`src/rtl/cpu_pkg.sv`:
```
// Shared decode definitions: RV32I opcodes, format codes, decode-stage FSM states
// and the internal decoded-field bundle.
package cpu_pkg;

  localparam int unsigned ILEN   = 32;
  localparam int unsigned RIDX_W = 5;

  localparam logic [6:0] OP_R      = 7'b0110011;
  localparam logic [6:0] OP_IMM    = 7'b0010011;
  localparam logic [6:0] OP_LOAD   = 7'b0000011;
  localparam logic [6:0] OP_STORE  = 7'b0100011;
  localparam logic [6:0] OP_BRANCH = 7'b1100011;
  localparam logic [6:0] OP_JAL    = 7'b1101111;
  localparam logic [6:0] OP_JALR   = 7'b1100111;
  localparam logic [6:0] OP_LUI    = 7'b0110111;
  localparam logic [6:0] OP_AUIPC  = 7'b0010111;
  localparam logic [6:0] OP_SYSTEM = 7'b1110011;

  typedef enum logic [2:0] {
    FMT_R   = 3'd0,
    FMT_I   = 3'd1,
    FMT_S   = 3'd2,
    FMT_B   = 3'd3,
    FMT_U   = 3'd4,
    FMT_J   = 3'd5,
    FMT_SYS = 3'd6,
    FMT_ILL = 3'd7
  } fmt_e;

  typedef enum logic [1:0] {
    ST_EMPTY = 2'd0,
    ST_FULL  = 2'd1,
    ST_STALL = 2'd2
  } state_e;

  typedef struct packed {
    logic [RIDX_W-1:0] rs1;
    logic [RIDX_W-1:0] rs2;
    logic [RIDX_W-1:0] rd;
    fmt_e              fmt;
    logic              reg_write;
    logic              is_load;
    logic              illegal;
  } dec_t;

endpackage

```
`src/rtl/decode_stage_if.sv`:
```
// Fetch-side and execute-side handshake bundle around the decode stage.
// master: the surrounding pipeline; slave: the decode stage itself.
interface decode_stage_if #(
  parameter int unsigned XLEN  = 32,
  parameter int unsigned REG_W = 5
);
  logic             in_valid;
  logic             in_ready;
  logic [31:0]      in_instr;
  logic [XLEN-1:0]  in_pc;
  logic             out_valid;
  logic             out_ready;
  logic [REG_W-1:0] out_rs1;
  logic [REG_W-1:0] out_rs2;
  logic [REG_W-1:0] out_rd;
  logic [XLEN-1:0]  out_imm;
  logic             out_reg_write;
  logic             out_is_load;
  logic [2:0]       out_fmt;
  logic             out_illegal;
  logic [XLEN-1:0]  out_pc;

  modport master (
    output in_valid, in_instr, in_pc, out_ready,
    input  in_ready, out_valid, out_rs1, out_rs2, out_rd, out_imm,
           out_reg_write, out_is_load, out_fmt, out_illegal, out_pc
  );

  modport slave (
    input  in_valid, in_instr, in_pc, out_ready,
    output in_ready, out_valid, out_rs1, out_rs2, out_rd, out_imm,
           out_reg_write, out_is_load, out_fmt, out_illegal, out_pc
  );
endinterface

```
`src/rtl/imm_gen.sv`:
```
// Combinational immediate generator: assembles the RV32I immediate for the given
// format and sign-extends it from instr[31] to XLEN.
module imm_gen
  import cpu_pkg::*;
#(
  parameter int unsigned XLEN = 32
) (
  input  logic [31:0]     instr,
  input  fmt_e            fmt,
  output logic [XLEN-1:0] imm_c
);

  logic [31:0] imm32_c;

  always_comb begin
    imm32_c = '0;
    case (fmt)
      FMT_I, FMT_SYS: imm32_c = {{20{instr[31]}}, instr[31:20]};
      FMT_S:          imm32_c = {{20{instr[31]}}, instr[31:25], instr[11:7]};
      FMT_B:          imm32_c = {{19{instr[31]}}, instr[31], instr[7], instr[30:25],
                                 instr[11:8], 1'b0};
      FMT_J:          imm32_c = {{11{instr[31]}}, instr[31], instr[19:12], instr[20],
                                 instr[30:21], 1'b0};
      FMT_U:          imm32_c = {instr[31:12], 12'b0};
      default:        imm32_c = '0;
    endcase
  end

  assign imm_c = XLEN'($signed(imm32_c));

endmodule

```
`src/rtl/decode_stage.sv`:
```
// RV32I decode stage: one-entry registered output buffer with valid/ready on both
// sides, synchronous flush and an optional one-cycle load-use interlock.
module decode_stage
  import cpu_pkg::*;
#(
  parameter int unsigned XLEN           = 32,
  parameter int unsigned REG_W          = 5,
  parameter int unsigned LOAD_USE_STALL = 1
) (
  input logic           clk,
  input logic           rst_n,
  input logic           flush,
  decode_stage_if.slave bus
);

  state_e              state_q, state_d;
  dec_t                dec_c;
  logic [31:0]         instr_c;
  logic [XLEN-1:0]     imm_c;
  logic                dep_c, stall_hit_c, in_ready_c, accept_c, out_fire_c;
  logic                ld_valid_q;
  logic [RIDX_W-1:0]   ld_rd_q;

  logic                out_valid_q;
  logic [REG_W-1:0]    rs1_q, rs2_q, rd_q;
  logic [XLEN-1:0]     imm_q, pc_q;
  logic                reg_write_q, is_load_q, illegal_q;
  logic [2:0]          fmt_q;

  assign instr_c = bus.in_instr;

  // Field decode; unused index fields stay zero so they never match the load tracker.
  always_comb begin
    dec_c         = '0;
    dec_c.fmt     = FMT_ILL;
    dec_c.illegal = 1'b1;
    case (instr_c[6:0])
      OP_R: begin
        dec_c.fmt       = FMT_R;
        dec_c.illegal   = 1'b0;
        dec_c.rs1       = instr_c[19:15];
        dec_c.rs2       = instr_c[24:20];
        dec_c.rd        = instr_c[11:7];
        dec_c.reg_write = 1'b1;
      end
      OP_IMM, OP_LOAD, OP_JALR: begin
        dec_c.fmt       = FMT_I;
        dec_c.illegal   = 1'b0;
        dec_c.rs1       = instr_c[19:15];
        dec_c.rd        = instr_c[11:7];
        dec_c.reg_write = 1'b1;
        dec_c.is_load   = (instr_c[6:0] == OP_LOAD);
      end
      OP_STORE, OP_BRANCH: begin
        dec_c.fmt     = (instr_c[6:0] == OP_STORE) ? FMT_S : FMT_B;
        dec_c.illegal = 1'b0;
        dec_c.rs1     = instr_c[19:15];
        dec_c.rs2     = instr_c[24:20];
      end
      OP_LUI, OP_AUIPC, OP_JAL: begin
        dec_c.fmt       = (instr_c[6:0] == OP_JAL) ? FMT_J : FMT_U;
        dec_c.illegal   = 1'b0;
        dec_c.rd        = instr_c[11:7];
        dec_c.reg_write = 1'b1;
      end
      OP_SYSTEM: begin
        dec_c.fmt     = FMT_SYS;
        dec_c.illegal = 1'b0;
        dec_c.rs1     = instr_c[19:15];
        dec_c.rd      = instr_c[11:7];
      end
      default: ;
    endcase
    if (dec_c.rd == '0) dec_c.reg_write = 1'b0;
  end

  imm_gen #(.XLEN(XLEN)) u_imm_gen (
    .instr (instr_c),
    .fmt   (dec_c.fmt),
    .imm_c (imm_c)
  );

  // Interlock only fires when the output slot is free this cycle, so a held bundle is never dropped.
  assign dep_c       = (dec_c.rs1 == ld_rd_q) || (dec_c.rs2 == ld_rd_q);
  assign stall_hit_c = (LOAD_USE_STALL != 0) && bus.in_valid && ld_valid_q && dep_c &&
                       (!out_valid_q || bus.out_ready) && (state_q != ST_STALL) && !flush;
  assign in_ready_c  = (!out_valid_q || bus.out_ready) && (state_q != ST_STALL) &&
                       !stall_hit_c && !flush;
  assign accept_c    = bus.in_valid && in_ready_c;
  assign out_fire_c  = out_valid_q && bus.out_ready;

  always_comb begin
    state_d = state_q;
    case (state_q)
      ST_EMPTY: begin
        if (stall_hit_c)   state_d = ST_STALL;
        else if (accept_c) state_d = ST_FULL;
      end
      ST_FULL: begin
        if (stall_hit_c)     state_d = ST_STALL;
        else if (accept_c)   state_d = ST_FULL;
        else if (out_fire_c) state_d = ST_EMPTY;
      end
      ST_STALL: state_d = ST_EMPTY;
      default:  state_d = ST_EMPTY;
    endcase
    if (flush) state_d = ST_EMPTY;
  end

  always_ff @(posedge clk or negedge rst_n) begin
    if (!rst_n) begin
      state_q     <= ST_EMPTY;
      out_valid_q <= 1'b0;
    end else begin
      state_q     <= state_d;
      out_valid_q <= (state_d == ST_FULL);
    end
  end

  // Output bundle only changes on accept, so it holds under backpressure.
  always_ff @(posedge clk or negedge rst_n) begin
    if (!rst_n) begin
      rs1_q       <= '0;
      rs2_q       <= '0;
      rd_q        <= '0;
      imm_q       <= '0;
      pc_q        <= '0;
      reg_write_q <= 1'b0;
      is_load_q   <= 1'b0;
      illegal_q   <= 1'b0;
      fmt_q       <= '0;
    end else if (accept_c) begin
      rs1_q       <= REG_W'(dec_c.rs1);
      rs2_q       <= REG_W'(dec_c.rs2);
      rd_q        <= REG_W'(dec_c.rd);
      imm_q       <= imm_c;
      pc_q        <= bus.in_pc;
      reg_write_q <= dec_c.reg_write;
      is_load_q   <= dec_c.is_load;
      illegal_q   <= dec_c.illegal;
      fmt_q       <= dec_c.fmt;
    end
  end

  // Tracks the most recent accepted load; cleared by a bubble, a flush or the next accept.
  always_ff @(posedge clk or negedge rst_n) begin
    if (!rst_n) begin
      ld_valid_q <= 1'b0;
      ld_rd_q    <= '0;
    end else if (flush || stall_hit_c) begin
      ld_valid_q <= 1'b0;
    end else if (accept_c) begin
      ld_valid_q <= dec_c.is_load && (dec_c.rd != '0);
      ld_rd_q    <= dec_c.rd;
    end
  end

  assign bus.in_ready      = in_ready_c;
  assign bus.out_valid     = out_valid_q;
  assign bus.out_rs1       = rs1_q;
  assign bus.out_rs2       = rs2_q;
  assign bus.out_rd        = rd_q;
  assign bus.out_imm       = imm_q;
  assign bus.out_reg_write = reg_write_q;
  assign bus.out_is_load   = is_load_q;
  assign bus.out_fmt       = fmt_q;
  assign bus.out_illegal   = illegal_q;
  assign bus.out_pc        = pc_q;

endmodule

```
`src/flat_wrapper.sv`:
```
// flat-port wrapper written by rule: the top's interface ports become plain ports
module decode_stage_flat import cpu_pkg::*;
#(
  parameter int unsigned XLEN           = 32,
  parameter int unsigned REG_W          = 5,
  parameter int unsigned LOAD_USE_STALL = 1
)
  (clk, rst_n, flush, bus_in_valid, bus_in_instr, bus_in_pc, bus_out_ready, bus_in_ready, bus_out_valid, bus_out_rs1, bus_out_rs2, bus_out_rd, bus_out_imm, bus_out_reg_write, bus_out_is_load, bus_out_fmt, bus_out_illegal, bus_out_pc);
  decode_stage_if #(.XLEN(XLEN), .REG_W(REG_W)) bus_i ();
  input logic clk;
  input logic rst_n;
  input logic flush;
  input wire logic [$bits(bus_i.in_valid)-1:0] bus_in_valid;
  input wire logic [$bits(bus_i.in_instr)-1:0] bus_in_instr;
  input wire logic [$bits(bus_i.in_pc)-1:0] bus_in_pc;
  input wire logic [$bits(bus_i.out_ready)-1:0] bus_out_ready;
  output wire logic [$bits(bus_i.in_ready)-1:0] bus_in_ready;
  output wire logic [$bits(bus_i.out_valid)-1:0] bus_out_valid;
  output wire logic [$bits(bus_i.out_rs1)-1:0] bus_out_rs1;
  output wire logic [$bits(bus_i.out_rs2)-1:0] bus_out_rs2;
  output wire logic [$bits(bus_i.out_rd)-1:0] bus_out_rd;
  output wire logic [$bits(bus_i.out_imm)-1:0] bus_out_imm;
  output wire logic [$bits(bus_i.out_reg_write)-1:0] bus_out_reg_write;
  output wire logic [$bits(bus_i.out_is_load)-1:0] bus_out_is_load;
  output wire logic [$bits(bus_i.out_fmt)-1:0] bus_out_fmt;
  output wire logic [$bits(bus_i.out_illegal)-1:0] bus_out_illegal;
  output wire logic [$bits(bus_i.out_pc)-1:0] bus_out_pc;
  assign bus_i.in_valid = bus_in_valid;
  assign bus_i.in_instr = bus_in_instr;
  assign bus_i.in_pc = bus_in_pc;
  assign bus_i.out_ready = bus_out_ready;
  assign bus_in_ready = bus_i.in_ready;
  assign bus_out_valid = bus_i.out_valid;
  assign bus_out_rs1 = bus_i.out_rs1;
  assign bus_out_rs2 = bus_i.out_rs2;
  assign bus_out_rd = bus_i.out_rd;
  assign bus_out_imm = bus_i.out_imm;
  assign bus_out_reg_write = bus_i.out_reg_write;
  assign bus_out_is_load = bus_i.out_is_load;
  assign bus_out_fmt = bus_i.out_fmt;
  assign bus_out_illegal = bus_i.out_illegal;
  assign bus_out_pc = bus_i.out_pc;
  decode_stage #(.XLEN(XLEN), .REG_W(REG_W), .LOAD_USE_STALL(LOAD_USE_STALL)) u_core (.clk(clk), .rst_n(rst_n), .flush(flush), .bus(bus_i));
endmodule
```
`config.mk`:
```
export PLATFORM = sky130hd
export DESIGN_NAME = decode_stage_flat
export DESIGN_NICKNAME = d
export VERILOG_FILES = /design/src/rtl/cpu_pkg.sv /design/src/rtl/decode_stage_if.sv /design/src/rtl/imm_gen.sv /design/src/rtl/decode_stage.sv /design/src/flat_wrapper.sv
export SDC_FILE = /design/constraint.sdc
export NUM_CORES = 1
export LEC_CHECK = 0
export ABC_CLOCK_PERIOD_IN_PS = 4050
export BUFFER_PORTS_ARGS = -buffer_cell sky130_fd_sc_hd__buf_2
export CAP_MARGIN = 30
export CORE_AREA = 2 2 116 140
export DETAILED_ROUTE_END_ITERATION = 12
export DIE_AREA = 0 0 118 142
export PLACE_DENSITY_LB_ADDON = 0.15
export SETUP_SLACK_MARGIN = 0.1
export SLEW_MARGIN = 15
export SYNTH_ARGS = -nofsm -noshare
export SYNTH_HDL_FRONTEND = slang
export SYNTH_SLANG_ARGS = --single-unit
export TNS_END_PERCENT = 10
```
`constraint.sdc`:
```
create_clock -name clk -period 4.05 [get_ports clk]
set_input_delay 0.81 -clock clk [delete_from_list [all_inputs] [get_ports clk]]
set_output_delay 0.81 -clock clk [all_outputs]
set_load 0.01 [all_outputs]
```
### After elaboration in Yosys (flattened, before gate mapping)

Index checks and enable logic that the tools add are counted.

* flip-flop bits (word level): 94
* output and inout bits: 87
* logic and storage cells: 86

* equality and inequality tests: 21
* reductions and logical operators: 31
* muxes and demuxes: 20
* bitwise operators: 1

Operators by type and width (count)
* 32-bit case mux with 5 select lines: 1
* 7-bit equality test, second input constant: 4
* 7-bit by 6-bit equality test with 1-bit output, second input constant: 3
* 5-bit two-way mux: 3
* 3-bit case mux with 5 select lines: 1
* 7-bit by 5-bit equality test with 1-bit output, second input constant: 2
* 7-bit OR reduction: 2
* 2-bit two-way mux: 6
* 1-bit logical AND: 11
* 5-bit equality test: 2
* 10-bit OR reduction: 1
* 3-bit equality test, second input constant: 3
* 3-bit OR reduction: 3
* 1-bit two-way mux: 8
* 8-bit OR reduction: 1
* 7-bit by 2-bit equality test with 1-bit output, second input constant: 1
* 3-bit by 2-bit equality test with 1-bit output, second input constant: 2
* 5-bit zero test: 1
* 5-bit nonzero test: 1
* 2-bit by 1-bit equality test with 1-bit output, second input constant: 2
* 2-bit case mux with 2 select lines: 1
* 2-bit OR reduction: 2
* 3-bit by 1-bit equality test with 1-bit output, second input constant: 1
* 1-bit zero test: 3
* other kinds (6): 8

### Longest topological paths before layout

Gate-level depths: netlist of run 1.

* word-level depth: 18
* gate-level depth with buffers: 10
* depth with buffers taken out: 6

### Hierarchy

Synthesis of run 1 repeated with hierarchy kept, for this count alone.

* cell total of the unflattened synthesis: 371
* area, all modules: 4835.9 um^2

By module, submodules not included
* decode_stage: cells an instance 304, area each 4380.5 um^2, sequential area each 2352.3 um^2, instances 1
* imm_gen: cells an instance 67, area each 455.4 um^2, sequential area each 0.0 um^2, instances 1

### Worst setup path before layout of run 1

OpenSTA, ideal clock, no wires.

* kind: input -> output
* start point: input port bus_in_instr[3]
* end point: output port bus_in_ready
* cell stages on the path: 8
* path slack: 680 ps
* buffers on the path: 2
* data arrival time: 2560 ps
* required time: 3240 ps
* cell sequence: buf_2 > nand3b_4 > a2111oi_4 > buf_4 > o21ai_1 > a222oi_1 > o211a_1 > nor3_1

* longest elaborated chain between the ends: 12
* elaborated cells between the ends (all ways): 21
* classes of those cells: eq/ne (9); mux (2); reduce/logical (10)

RTL lines
* start: declaration: RTL line flat_wrapper.sv:14 `input wire logic [$bits(bus_i.in_instr)-1:0] bus_in_instr;`
* 7-bit equality test, or another cell as far along: RTL line decode_stage.sv:37 `case (instr_c[6:0])`
* 7-bit OR reduction (no line) or 3-bit OR reduction (tied branches)
* 5-bit two-way mux: RTL line decode_stage.sv:37
* 5-bit equality test: RTL line decode_stage.sv:84 `assign dep_c = (dec_c.rs1 == ld_rd_q) || (dec_c.rs2 == ld_rd_q);`
* 1-bit logical OR *: RTL line decode_stage.sv:84
* 1-bit logical AND * (2 in series): RTL line decode_stage.sv:85 `assign stall_hit_c = (LOAD_USE_STALL != 0) && bus.in_valid && ld_valid_q && dep_c &&`
* 1-bit logical AND * (2 in series): RTL line decode_stage.sv:86 `(!out_valid_q || bus.out_ready) && (state_q != ST_STALL) && !flush;`
* 1-bit zero test *: RTL line decode_stage.sv:88 `!stall_hit_c && !flush;`
* 1-bit logical AND *: RTL line decode_stage.sv:87 `assign in_ready_c = (!out_valid_q || bus.out_ready) && (state_q != ST_STALL) &&`
* 1-bit logical AND *: RTL line decode_stage.sv:88
* end: declaration: RTL line flat_wrapper.sv:17 `output wire logic [$bits(bus_i.in_ready)-1:0] bus_in_ready;`

Every way passes the cells marked *; elsewhere a longest branch is shown, timed or not.

### Final worst setup path of run 1

* start point: input port bus_in_instr[2]
* end point: output port bus_in_ready

The elaborated chain is that of the path after synthesis.

==> results of run 1 <==
==> worst max-delay path: cells and delay by family <==
kind            cells  cell delay, ps
compound gates      3             930
buf+inv             4             680
simple gates        3             360
==> sequential cells by signal, indices dropped and copies added, names as in the netlist, 2 cells and up <==
register	cells
u_core.bus.out_fmt	3
u_core.bus.out_rs2	5
u_core.bus.out_rd	5
u_core.ld_rd_q	5
u_core.state_q	2
u_core.bus.out_imm	32
u_core.bus.out_pc	32
u_core.bus.out_rs1	5
==> report_power, final <==
part           total, mW  switching, mW  internal (mW)
registers           1.08         0.0506           1.03
logic              0.439          0.215          0.225
clock network      0.930          0.382          0.549
==> worst max-delay path by stage <==
stage	slack, ps	cells past startpoint	to
final	460	10	bus_in_ready
after global routing	360	10	bus_in_ready
after CTS	210	8	bus_in_ready
after detailed placement	210	8	bus_in_ready
after floorplan	680	8	bus_in_ready
after global placement	370	8	bus_in_ready
==> kinds of logic (layout without fill, tap and decap cells) <==
kind of cell / Yosys count / after routing / share of synthesized area
AND/OR/NAND/NOR: 100 / 100 / 0.118
XOR/XNOR: 6 / 6 / 0.0116
flip-flops: 94 / 94 / 0.517
buffers and inverters: 41 / 204 / 0.0407
multiplexers: 73 / 73 / 0.200
AO/OA/AOI/OAI: 68 / 68 / 0.112
==> layer usage <==
layer / up-vias / track usage
met5: - / 0
met2: 106 / 0.240
met1: 1737 / 0.188
met3: 12 / 0.0433
li1: 1685 / -
met4: 0 / 0.0539
==> what timing repair did <==
action,CTS,global route
hold buffers,0,0
setup endpoints to repair,0,1
buffers inserted,0,3
==> Yosys cell counts (2+ instances only) <==
library cell,number
buf_2,4
or2_2,4
o21ai_0,9
nand3_1,4
buf_6,3
buf_1,2
o31ai_1,2
nor2_1,15
and3_1,7
mux2i_1,19
and2_1,5
a31oi_1,3
nor4_1,3
nor4bb_1,5
mux2_4,30
nor2b_1,3
xnor2_1,5
o32a_1,2
a21oi_1,15
nand2b_1,4
clkbuf_1,10
and3b_1,2
inv_1,21
a2bb2oi_1,11
a21o_1,3
a211o_1,4
nor3_1,6
or4_1,2
dfrtp_1,94
mux2_2,24
a22o_1,10
nand2_1,34
==> area by class of cell <==
class                           count  area (sq um)
Inverter                           21          78.8
Clock inverter                      7           104
Clock buffer                        9           225
Timing Repair Buffer              167           907
Fill cell                        1566          9490
Tap cell                          208           260
Multi-Input combinational cell    247          2030
Sequential cell                    94          2350
==> results.rst, run 1 <==
.. list-table::
   :header-rows: 1

   * - Metric
     - Value
   * - Maximum clock rate
     - 0.279 GHz
   * - Transition at the pin with the smallest max-transition slack
     - 794 ps
   * - Sum of overflow across all layers after global routing
     - 0
   * - Floorplan core area
     - 0.0155 sq mm
   * - Most common cell after layout, fill and taps aside
     - buf_2
   * - Wire length of the first global-routing pass
     - around 19000 um
   * - Number of cells in the finished layout apart from fillers
     - 753
   * - Maximum buffer depth of the clock tree
     - 2
   * - Detail Placement HPWL
     - 9220 um
   * - Critical path class
     - in2out
   * - Met1 wire length
     - around 5300 um
   * - Mean post-synth cell area
     - 11.9 sq um
   * - Synth top area share
     - 0.517
   * - Syn Nets
     - ~450
   * - Setup Viol. Count Final
     - 0
   * - Dominant cell type by area after synthesis
     - dfrtp_1
   * - Total GRT Usage
     - 0.148
   * - Die area
     - 0.0168 sq mm
   * - Pwr Density
     - 411 mW/mm^2
   * - Max_slew headroom
     - 0.470
   * - Post-detailed-route count of antenna-violating nets
     - 0
   * - Number of placed cells counting well taps
     - 732
   * - Detailed Route WL
     - approximately 12000 um
   * - CP startpoint kind
     - primary input
   * - Clk pin slew, worst setup/hold paths
     - about 60 ps
   * - Kind of end point of the critical path
     - primary output
   * - Io pins
     - 156
   * - Final slew viol count
     - 0
   * - Total of cells resized after clock tree synthesis
     - 0
   * - Clock tree from TritonCTS
     - yes
   * - Max IR drop VDD
     - 0.184 mV
   * - Antenna violations before repair
     - 0
   * - Worst-skew pair later-pin latency
     - around 350 ps
   * - Leading cell types in the layout, fill and taps excluded
     - 154 x buf_2, 94 x dfrtp_1, 34 x nand2_1, 30 x mux2_4, 24 x mux2_2
   * - Async S/R FF share, synth
     - 1.00
   * - Critical path data arrival time
     - between 2000 and 3000 ps
   * - Crit path max-delay cell type
     - a222oi_1
   * - FF+latch count, synth
     - 94
   * - Power Total
     - 2.45 mW
   * - Final weighted congestion in routability-driven placement
     - about 0.8
   * - Aggregate negative setup slack
     - 0 ps
   * - Placement Setup Slack
     - about 210 ps
   * - Slowest cell delay on critical path
     - 360 ps
   * - Tmin final
     - 3590 ps
   * - Rows
     - 50
   * - Post-layout utilization of the core
     - 0.386
   * - Drt drc
     - 0
   * - Hold violation total from the final report
     - 0
   * - Required time of the critical path
     - between 3000 and 4000 ps
   * - Routed len/inst
     - between 15 and 20 um
   * - Run status
     - finished, final reports clean
   * - Clock skew
     - 9.38 ps
   * - Amount of wire on met3 after detailed routing
     - 681 um
   * - DR pass1 iterations
     - 4
   * - Number of library cell types mapped by synthesis
     - 49
   * - Clock buffer count from CTS
     - 9
   * - Crit path launch
     - bus_in_instr[2]
   * - Number of global-route vias before repair
     - 3428
   * - Total number of vias
     - between 3000 and 4000
   * - P&R area growth vs syn
     - 31.0%
   * - Number of instances in the synthesized netlist
     - 382
   * - Fin worst setup slack
     - between 400 and 500 ps
   * - Root buf cell
     - clkbuf_16
   * - Top post-synthesis cells by area
     - dfrtp_1 52%, mux2_4 9.9%, mux2_2 5.9%, mux2i_1 4.2%, nand2_1 2.8%
   * - FF-to-FF setup slack
     - 1360 ps
   * - Share of final-layout standard cells stronger than drive strength 1
     - 0.450
   * - Primary flip-flop cell chosen by synthesis mapping
     - dfrtp_1
   * - Number of vias per cell after detailed routing
     - 4.70
   * - Largest net degree at the start of global routing
     - 49
   * - Portion of the clock cycle consumed by the worst path in the final layout
     - 0.885
   * - DIE WIDTH
     - about 120 um
   * - Cell area after synthesis
     - ~0.0045 sq mm
   * - Total cell area at the placement stage
     - between 0.005 and 0.006 sq mm
   * - Endpoint of the most critical register-to-register path
     - u_core.bus.out_pc[28]
   * - R2r worst-path depth
     - 8
   * - Non-Filler Cell Area, Final
     - 0.00596 sq mm
   * - Post-synth EDFFs
     - 0
   * - Max FO, Critical Path
     - 15
   * - H-tree Lvls
     - 3
   * - Ordered cell list for the critical path
     - buf_2, and2_1, a2111oi_4, buf_4, buf_4, nand3_1, a222oi_1, o211a_1, nor3_1, buf_2
   * - Metal2 WL
     - 6080 um
   * - Nets@finish
     - 609
   * - Reported max-cap violation count
     - 0
   * - Setup repair after global routing missed its margin
     - no
   * - Worst Hold Class
     - in2async
   * - Sinks on Clock Net
     - 94
   * - ANT cells
     - 0
   * - Cell leakage power
     - 2.91 nW
   * - Number of synthesis warnings
     - 0
   * - First DRT Iteration DRCs
     - approximately 190
   * - Part of the Yosys area used for sequential elements
     - 0.517
   * - Source of the worst register-to-register timing path
     - u_core.ld_rd_q[0]
   * - Initial core utilization
     - 0.294
   * - PortBufs
     - roughly 160
   * - Worst hold slack after final layout
     - 410 ps
   * - Vert. Die Dim
     - 142 um
   * - Top Metal Used
     - met4
No activity file was read; power rests on OpenSTA's default activity.
==> run 2, diff against run 1 <==
Settings changed: RECOVER_POWER set to 25.
==> run 2 against run 1 <==
Effect of this change:
- the run now ends with max-capacitance violations, max-slew violations left
- critical path depth unchanged
- sequential cell count unchanged
- first-iteration DRC count increased by 34%
- largest cell class unchanged
==> results.rst, run 2 (synthesized netlist as in run 1, its figures left out) <==
.. list-table::
   :header-rows: 1

   * - Metric
     - Value
   * - Switching power
     - 0.647 mW (about the same)
   * - Max FO, Critical Path
     - 15 (unchanged)
   * - Die area
     - 0.0168 sq mm (unchanged)
   * - Sum of overflow across all layers after global routing
     - 0 (unchanged)
   * - Tmin final
     - 3590 ps (+6.90 ps)
   * - Crit path max-delay cell type
     - a222oi_1
   * - Count of hold buffers inserted by post-cts repair
     - 0 (unchanged)
   * - Setup repair after global routing missed its margin
     - no
   * - Largest net degree at the start of global routing
     - 49 (unchanged)
   * - Worst Hold Class
     - reg2reg
   * - CP startpoint kind
     - primary input
   * - First DRT Iteration DRCs
     - 250 (+34%)
   * - ANT cells
     - 0 (unchanged)
   * - Total GRT Usage
     - 0.148 (unchanged)
   * - Clock buffer count from CTS
     - 9 (unchanged)
   * - Required time of the critical path
     - 3240 ps (about the same)
   * - Root buf cell
     - clkbuf_16
   * - DIE WIDTH
     - 118 um (unchanged)
   * - Power Total
     - 2.45 mW (-0.11%)
   * - Pwr Density
     - 413 mW/mm^2 (+0.33%)
   * - Initial core utilization
     - 0.294 (unchanged)
   * - Post-detailed-route count of antenna-violating nets
     - 0 (unchanged)
   * - Detailed Route WL
     - 12300 um (+0.22%)
   * - Max IR drop VDD
     - 0.184 mV (about the same)
   * - Detail Placement HPWL
     - 9220 um (unchanged)
   * - Clock skew
     - 9.36 ps (-0.0223 ps)
   * - Cell leakage power
     - 2.90 nW (-0.42%)
   * - H-tree Lvls
     - 3 (unchanged)
   * - Worst-skew pair later-pin latency
     - 350 ps (about the same)
   * - Switch share
     - 0.264 (+0.000345)
   * - Final weighted congestion in routability-driven placement
     - 0.789 (unchanged)
   * - Setup Viol. Count Final
     - 0 (unchanged)
   * - Ordered cell list for the critical path
     - buf_2, and2_1, a2111oi_4, buf_4, buf_4, nand3_1, a222oi_1, o211a_1, nor3_1, buf_2
   * - Maximum buffer depth of the clock tree
     - 2 (unchanged)
   * - Hold violation total from the final report
     - 0 (unchanged)
   * - Drt drc
     - 0 (unchanged)
   * - Maximum clock rate
     - 0.278 GHz (-0.19%)
   * - Sinks on Clock Net
     - 94 (unchanged)
   * - Number of global-route vias before repair
     - 3428 (unchanged)
   * - Rows
     - 50 (unchanged)
   * - Leading cell types in the layout, fill and taps excluded
     - 154 x buf_2, 94 x dfrtp_1, 34 x nand2_1, 30 x mux2_4, 24 x mux2_2
   * - Seq pwr share
     - 0.442 (about the same)
   * - DR pass1 iterations
     - 4 (unchanged)
   * - Run status
     - finished with violations
   * - Io pins
     - 156 (unchanged)
   * - Aggregate negative setup slack
     - 0 ps (unchanged)
   * - Routed len/inst
     - 16.3 um (+0.22%)
   * - Number of vias per cell after detailed routing
     - 4.71 (+0.25%)
   * - Proportion of power drawn by the clock network
     - 0.380 (about the same)
   * - Slowest cell delay on critical path
     - 360 ps (about the same)
   * - Max_slew headroom
     - -0.207 (-0.677)
   * - Clock tree from TritonCTS
     - yes
   * - Number of cells in the finished layout apart from fillers
     - 753 (unchanged)
   * - P&R area growth vs syn
     - 30.4%
   * - Critical path class
     - in2out
   * - PortBufs
     - 155 (unchanged)
   * - Share of final-layout standard cells stronger than drive strength 1
     - 0.448 (-0.00183)
   * - Part of the power in combinational logic
     - 0.178 (about the same)
   * - Non-Filler Cell Area, Final
     - 0.00593 sq mm (-0.44%)
   * - Portion of the clock cycle consumed by the worst path in the final layout
     - 0.887 (+0.00170)
   * - FF-to-FF setup slack
     - 1360 ps (about the same)
   * - Total cell area at the placement stage
     - 0.00560 sq mm (unchanged)
   * - Kind of end point of the critical path
     - primary output
   * - Final slew viol count
     - 35 (+35)
   * - Clk pin slew, worst setup/hold paths
     - 70 ps (about the same)
   * - Int Power
     - 1.80 mW (-0.16%)
   * - Critical path data arrival time
     - 2780 ps (about the same)
   * - Antenna violations before repair
     - 0 (unchanged)
   * - Transition at the pin with the smallest max-transition slack
     - 1810 ps (+1020 ps)
   * - Number of placed cells counting well taps
     - 732 (unchanged)
   * - Wire length of the first global-routing pass
     - 19100 um (unchanged)
   * - Violated checks
     - max-capacitance violations, max-slew violations
   * - Floorplan core area
     - 0.0155 sq mm (unchanged)
   * - Nets@finish
     - 609 (unchanged)
   * - Worst hold slack after final layout
     - 504 ps (+94.1 ps)
   * - Total number of vias
     - 3549 (+0.25%)
   * - Reported max-cap violation count
     - 1 (+1)
   * - Most common cell after layout, fill and taps aside
     - buf_2
   * - Vert. Die Dim
     - 142 um (unchanged)
run 2: through the flow:
step | util | setup slack (ps)
2_1_floorplan | - | 680
3_3_place_gp | 0.360 | 372
3_5_place_dp | 0.362 | 213
4_1_cts | 0.384 | 208
5_1_grt | 0.384 | 357
6_report | 0.384 | 457
run 2: repair_timing:
action / in CTS / in global routing
resized for setup: 0 / 0
endpoints found under the setup margin: 0 / 1
hold endpoints to repair: 0 / 0
setup buffers: 0 / 3
run 2: per-layer routing:
| layer | global-route usage | vias to the layer above | routed length (um) |
|---|---|---|---|
| met4 | 0.0539 | 0 | 205 |
| met5 | 0 | - | 0 |
| met2 | 0.240 | 107 | 6070 |
| met3 | 0.0433 | 14 | 688 |
| li1 | - | 1688 | - |
| met1 | 0.188 | 1740 | 5310 |
run 2: worst max-delay path, delay by kind of cell:
family / cells / cell delay [ps]
AO/OA/AOI/OAI: 3 / 940
AND/OR/NAND/NOR: 3 / 360
buffers and inverters: 4 / 680
run 2: power groups by stage:
| stage | clock network, mW | logic [mW] | registers, mW |
|---|---|---|---|
| CTS | 0.974 | 0.446 | 1.08 |
| floorplan | 0 | 0.197 | 1.14 |
| detailed placement | 0 | 0.445 | 1.10 |
| finish | 0.930 | 0.436 | 1.08 |
| global placement | 0 | 0.437 | 1.10 |
| global route | 1.01 | 0.475 | 1.09 |
run 2: worst paths after layout:
| check | start | cells past startpoint | to |
|---|---|---|---|
| worst max-delay path | bus_in_instr[2] | 10 | bus_in_ready |
| worst min-delay path | u_core.bus.out_pc[1] | 1 | u_core.bus.out_pc[1] |
| worst max register to register | u_core.ld_rd_q[0] | 8 | u_core.bus.out_pc[28] |
| worst min register to register | u_core.bus.out_pc[1] | 1 | u_core.bus.out_pc[1] |
| max in group asynchronous | rst_n | 2 | u_core.bus.out_imm[15] |
| min in group asynchronous | rst_n | 1 | u_core.bus.out_pc[3] |
run 2: cell type report:
cell class	instances	area, sq um
clock buffer	9	225
clock inverter	7	104
fill	1570	9520
inverter	21	78.8
multi-input combinational	247	2030
sequential	94	2350
tap	208	260
timing repair buffer	167	881
